$ cat src/rtl/out_fifo_arbiter.sv
// out_fifo_arbiter
//
// Shares the single write port of the FPGA-to-FT2232 output async FIFO
// between two byte-stream requesters. Ownership is per packet: a granted
// requester keeps the port until its last byte is accepted, so packets never
// interleave. Arbitration between simultaneous requests is round-robin.
//
// Optional feature macro: OUT_ARB_WATCHDOG_EN
//   When defined, a packet reaching MAX_PKT_LEN bytes without a last flag is
//   truncated: that byte is still written, the port returns to IDLE and
//   err_pkt_len_o pulses alongside that byte's write. When undefined there is
//   no length limit and err_pkt_len_o is tied low.
//
// Parameters:
//   MAX_PKT_LEN          maximum bytes per packet (2..255), watchdog only
//
// Ports:
//   clk_i                write-side clock (also the FIFO write clock)
//   reset_n_i            asynchronous active-low reset
//   req0_i/req1_i        requester has a valid byte
//   data0_i/data1_i      requester byte
//   last0_i/last1_i      byte is the final byte of its packet
//   grant0_o/grant1_o    requester currently owns the port
//   ack0_o/ack1_o        requester byte accepted this cycle (combinational)
//   wr_out_fifo_en_o     registered FIFO write enable
//   wr_out_fifo_data_o   registered FIFO write data
//   wr_out_fifo_full_i   FIFO full (already in the clk_i domain)
//   wr_out_fifo_afull_i  FIFO has exactly one free slot
//   err_pkt_len_o        one-cycle pulse when the watchdog truncates a packet

module out_fifo_arbiter #(
  parameter int unsigned MAX_PKT_LEN = 64
) (
  input  logic       clk_i,
  input  logic       reset_n_i,

  input  logic       req0_i,
  input  logic [7:0] data0_i,
  input  logic       last0_i,
  output logic       grant0_o,
  output logic       ack0_o,

  input  logic       req1_i,
  input  logic [7:0] data1_i,
  input  logic       last1_i,
  output logic       grant1_o,
  output logic       ack1_o,

  output logic       wr_out_fifo_en_o,
  output logic [7:0] wr_out_fifo_data_o,
  input  logic       wr_out_fifo_full_i,
  input  logic       wr_out_fifo_afull_i,

  output logic       err_pkt_len_o
);

  if ((MAX_PKT_LEN < 2) || (MAX_PKT_LEN > 255)) begin : g_max_pkt_len_range
    $error("out_fifo_arbiter: MAX_PKT_LEN must be in 2..255");
  end

  typedef enum logic [1:0] {
    IDLE = 2'd0,
    OWN0 = 2'd1,
    OWN1 = 2'd2
  } state_t;

  state_t     state;
  state_t     state_nxt;
  logic       last_owner;

  logic       room;
  logic       accept;
  logic       acc_last;
  logic [7:0] acc_data;
  logic       trunc;

  // A write issued last cycle into the final free slot makes the FIFO full
  // before the registered full flag can show it, so it blocks accept too.
  always_comb begin
    room = ~wr_out_fifo_full_i & ~(wr_out_fifo_en_o & wr_out_fifo_afull_i);
  end

  // ---------------------------------------------------------------------
  // State register and round-robin memory
  // ---------------------------------------------------------------------
  always_ff @(posedge clk_i or negedge reset_n_i) begin
    if (!reset_n_i) begin
      state      <= IDLE;
      last_owner <= 1'b1;
    end else begin
      state <= state_nxt;
      if (state == IDLE) begin
        if (state_nxt == OWN0) last_owner <= 1'b0;
        if (state_nxt == OWN1) last_owner <= 1'b1;
      end
    end
  end

  // ---------------------------------------------------------------------
  // Next-state logic
  // ---------------------------------------------------------------------
  always_comb begin
    state_nxt = state;
    unique case (state)
      IDLE: begin
        // On a tie the requester that did not own the port last time wins.
        if (req0_i && (!req1_i || last_owner)) begin
          state_nxt = OWN0;
        end else if (req1_i) begin
          state_nxt = OWN1;
        end
      end
      OWN0, OWN1: begin
        if (accept && (acc_last || trunc)) begin
          state_nxt = IDLE;
        end
      end
      default: state_nxt = IDLE;
    endcase
  end

  // ---------------------------------------------------------------------
  // Output logic
  // ---------------------------------------------------------------------
  always_comb begin
    grant0_o = 1'b0;
    grant1_o = 1'b0;
    ack0_o   = 1'b0;
    ack1_o   = 1'b0;
    accept   = 1'b0;
    acc_last = 1'b0;
    acc_data = data0_i;
    unique case (state)
      OWN0: begin
        grant0_o = 1'b1;
        ack0_o   = req0_i & room;
        accept   = req0_i & room;
        acc_last = last0_i;
        acc_data = data0_i;
      end
      OWN1: begin
        grant1_o = 1'b1;
        ack1_o   = req1_i & room;
        accept   = req1_i & room;
        acc_last = last1_i;
        acc_data = data1_i;
      end
      default: ;
    endcase
  end

  // ---------------------------------------------------------------------
  // Registered FIFO write port; data holds between writes
  // ---------------------------------------------------------------------
  always_ff @(posedge clk_i or negedge reset_n_i) begin
    if (!reset_n_i) begin
      wr_out_fifo_en_o   <= 1'b0;
      wr_out_fifo_data_o <= '0;
    end else begin
      wr_out_fifo_en_o <= accept;
      if (accept) begin
        wr_out_fifo_data_o <= acc_data;
      end
    end
  end

`ifdef OUT_ARB_WATCHDOG_EN
  // Byte counter for the current owner. Holding it clear throughout IDLE
  // gives the same value on entry to OWNx as clearing it at the entry edge.
  localparam logic [7:0] CNT_LAST = 8'(MAX_PKT_LEN - 1);

  logic [7:0] byte_cnt;

  always_ff @(posedge clk_i or negedge reset_n_i) begin
    if (!reset_n_i) begin
      byte_cnt <= '0;
    end else if (state == IDLE) begin
      byte_cnt <= '0;
    end else if (accept) begin
      byte_cnt <= byte_cnt + 8'd1;
    end
  end

  // The accept that brings the counter up to MAX_PKT_LEN truncates the
  // packet unless that byte is already the last one.
  always_comb begin
    trunc = accept & ~acc_last & (byte_cnt == CNT_LAST);
  end

  // Registered so the pulse lines up with the truncating byte's write.
  always_ff @(posedge clk_i or negedge reset_n_i) begin
    if (!reset_n_i) begin
      err_pkt_len_o <= 1'b0;
    end else begin
      err_pkt_len_o <= trunc;
    end
  end
`else
  always_comb begin
    trunc = 1'b0;
  end

  assign err_pkt_len_o = 1'b0;
`endif

endmodule

$ cat config.mk
export PLATFORM = sky130hd
export DESIGN_NAME = out_fifo_arbiter
export DESIGN_NICKNAME = d
export VERILOG_FILES = /design/src/rtl/out_fifo_arbiter.sv
export SDC_FILE = /design/constraint.sdc
export NUM_CORES = 1
export LEC_CHECK = 0
export CORE_ASPECT_RATIO = 1.4
export CORE_MARGIN = 2
export CORE_UTILIZATION = 39
export CTS_CLUSTER_DIAMETER = 60
export DETAILED_ROUTE_END_ITERATION = 6
export PLACE_DENSITY = 0.78
export SLEW_MARGIN = 20
export SYNTH_ARGS = -nofsm -noshare
export SYNTH_HDL_FRONTEND = slang
export SYNTH_SLANG_ARGS = --single-unit
$ cat constraint.sdc
create_clock -name clk_i -period 2.65 [get_ports clk_i]
set_input_delay 0.3975 -clock clk_i [delete_from_list [all_inputs] [get_ports clk_i]]
set_output_delay 0.3975 -clock clk_i [all_outputs]
set_load 0.02 [all_outputs]
==> results.toml <==
[timing]
timing.fmax_mhz = 406
final_min_period_over_clock_period_pct = 92.9
finalMaxSlewViolations = 0
finalHoldViolCount = 0
period_minus_slack_ps = 2460
rsz0062_at_grt = "no"
setup_total_negative_slack_ps = 0
finalSetupViolCount = 0
slew_headroom_pct = 64.0
measured_slew_at_the_worst_slew_check_pin_ps = 538
timing.clock.skew_ps = 7.37

[clocking]
tritoncts.num_buffers = 3
clock_sinks = 12
worst_setup_hold_path_clk_slew_ps = 80
max-clock-path-buffers = 2
postCtsResizedCells = 0
tritoncts = "built"
ctsHoldBuffers = 0
post_cts.repair.setup_buffers = 0
clock_tree.htree_level_count = 1
worstSkewPairLatency_ps = 270
cts-root-buf = "sky130_fd_sc_hd__clkbuf_4"

[routing]
drt_drc_violations_left = 0
drt-pass1-iter-count = 2
antenna_left = 0
routedWlPerCell_um = 13.8
vias = 612
drt-vias-per-instance = 5.23
drt_iter0_markers = 2
totalWireLength_um = 1620

[die]
dieWidth_um = 41.5
floorplan.core_area_mm2 = 0.00190
die_height_um = 56.6
top_level_ports = 38
site_row_count = 19
fp.dieArea_mm2 = 0.00235
floorplan.initialDensity_pct = 40.5

[logic_synthesis]
ys_async_sr_fraction_pct = 100
synth_top_cells_by_area = "sky130_fd_sc_hd__dfrtp_1 (36%), sky130_fd_sc_hd__mux2_4 (16%), sky130_fd_sc_hd__ha_1 (8.1%)"
postSynthRegisterBits = 12
netlist-cell-type-count = 25
yosysMostFrequentCell = "sky130_fd_sc_hd__dfrtp_1"
synthesis.area_per_instance_um2 = 13.5
synth_edf_count = 0
cell_type_with_the_highest_aggregate_area_in_the_netlist = "sky130_fd_sc_hd__dfrtp_1"
synth.cell_area_um2 = 769
synth_top_area_share_pct = 35.8
seq_area_frac_synth_pct = 39.2
mappedNetlistNets = 86
synthFlopType = "sky130_fd_sc_hd__dfrtp_1"
synth.cells.most_frequent = "sky130_fd_sc_hd__dfrtp_1 (11), sky130_fd_sc_hd__mux2_4 (8), sky130_fd_sc_hd__ha_1 (5), sky130_fd_sc_hd__mux2_2 (5), sky130_fd_sc_hd__mux2_1 (4)"
netlist_instances = 57
total_number_of_yosys_warnings = 0

[power]
p_leak_uw = 0.000522
pwr_density_cell_mw_per_mm2 = 1000
power.total_uw = 1180
ir_drop_v = 0.000557

[setup_path]
critPathCaptureType = "output port"
critical_path_required_ps = 2250
setup.worst_path.class = "reg2out"
worstPathMaxFanout = 10
critical_path.startpoint_type = "flip-flop"
cp_data_arrival_time_ps = 2060

[run_status]
status = "finished clean"

[global_route]
total_track_usage_pct = 15.0
grt_pass1_wl_um = 2720
grt_max_degree = 13
globalRoute.totalOverflow = 0
vias_in_the_first_global_route = 661
antenna_found_initial = 0

[placement]
gpl.final_weighted_congestion = 0.847
port_buffers = 36
placed_area_mm2 = 0.00114
place.detailed.instances = 113

[layout]
final_nets = 126
final_layout_size_suffix_gt1_share_pct = 24.0
fin_area_mm2 = 0.00117
syn_to_layout_area_delta_pct = 52.2
num_antenna_cells = 0
fin_cells = 117

[hold_path]
hold_class = "in2async"

[job]
max_cap_viol_count = 0
metal layers:
metal | vias to the layer above | wire (um) | GRT usage (%)
met5 | - | 0 | 0
met4 | 0 | 25 | 7.37
met3 | 4 | 109 | 3.86
met2 | 28 | 865 | 26.6
met1 | 298 | 617 | 16.2
li1 | 282 | - | -
cell usage in the layout (no fill, tap or decap), types with 3 or more instances in the layout:
cell	instances
sky130_fd_sc_hd__mux2_2	5
sky130_fd_sc_hd__clkbuf_4	3
sky130_fd_sc_hd__ha_1	5
sky130_fd_sc_hd__mux2_4	8
sky130_fd_sc_hd__nor2b_1	3
sky130_fd_sc_hd__inv_1	3
sky130_fd_sc_hd__mux2_1	4
sky130_fd_sc_hd__dfrtp_1	11
sky130_fd_sc_hd__clkdlybuf4s50_1	36
logic make-up after synthesis:
group	after synthesis	share of synthesized area [%]
AO/OA/AOI/OAI	9	11.9
adder cells (fa/ha/maj)	5	8.13
buffers and inverters	5	3.90
flip-flops	12	39.2
multiplexers	17	28.8
other	1	0.487
AND/OR/NAND/NOR	8	7.64
through the flow:
| stage | worst slack, ps | utilization, % | hold slack (ps) |
|---|---|---|---|
| 6_report | 189 | 61.6 | 475 |
| 5_1_grt | 66.5 | 61.6 | 507 |
| 4_1_cts | 172 | 61.6 | 495 |
| 3_5_place_dp | 290 | 60.2 | 495 |
| 3_3_place_gp | 369 | 60.2 | 496 |
| 2_1_floorplan | 332 | - | 102 |
registers in the layout, indices dropped and copies added (netlist names):
register / flops
last_owner: 1
state: 2
wr_out_fifo_data_o: 8
wr_out_fifo_en_o: 1
power by group:
| part | switching [uW] | internal (uW) | leakage [uW] | total, uW |
|---|---|---|---|---|
| registers | 59.6 | 272 | 0.000147 | 332 |
| logic | 320 | 407 | 0.000360 | 727 |
| clock network | 59.9 | 58.2 | 0.0000150 | 118 |
critical path, stage by stage (launching register included):
cell and delay, ps:
sky130_fd_sc_hd__dfrtp_1 450, sky130_fd_sc_hd__inv_1 110, sky130_fd_sc_hd__ha_1 230, sky130_fd_sc_hd__buf_4 240, sky130_fd_sc_hd__and3_1 170, sky130_fd_sc_hd__clkdlybuf4s50_1 590
final cells by class:
cell class | count | area (um2)
fill | 182 | 731
multi-input combinational | 40 | 438
timing repair buffer | 37 | 368
sequential | 12 | 302
clock buffer | 4 | 26.3
tap | 21 | 26.3
inverter | 3 | 11.3
final timing paths:
check,from,endpoint,slack [ps],depth (start not counted)
setup / recovery,state[0],ack1_o,190,5
hold / removal,reset_n_i,wr_out_fifo_en_o,480,1
setup reg to reg,state[0],last_owner,440,8
hold reg to reg,wr_out_fifo_data_o[5],wr_out_fifo_data_o[5],520,1
max in group asynchronous,reset_n_i,last_owner,1800,1
min in group clk_i,wr_out_fifo_data_o[5],wr_out_fifo_data_o[5],520,1
(Power assumes the default switching activity.)
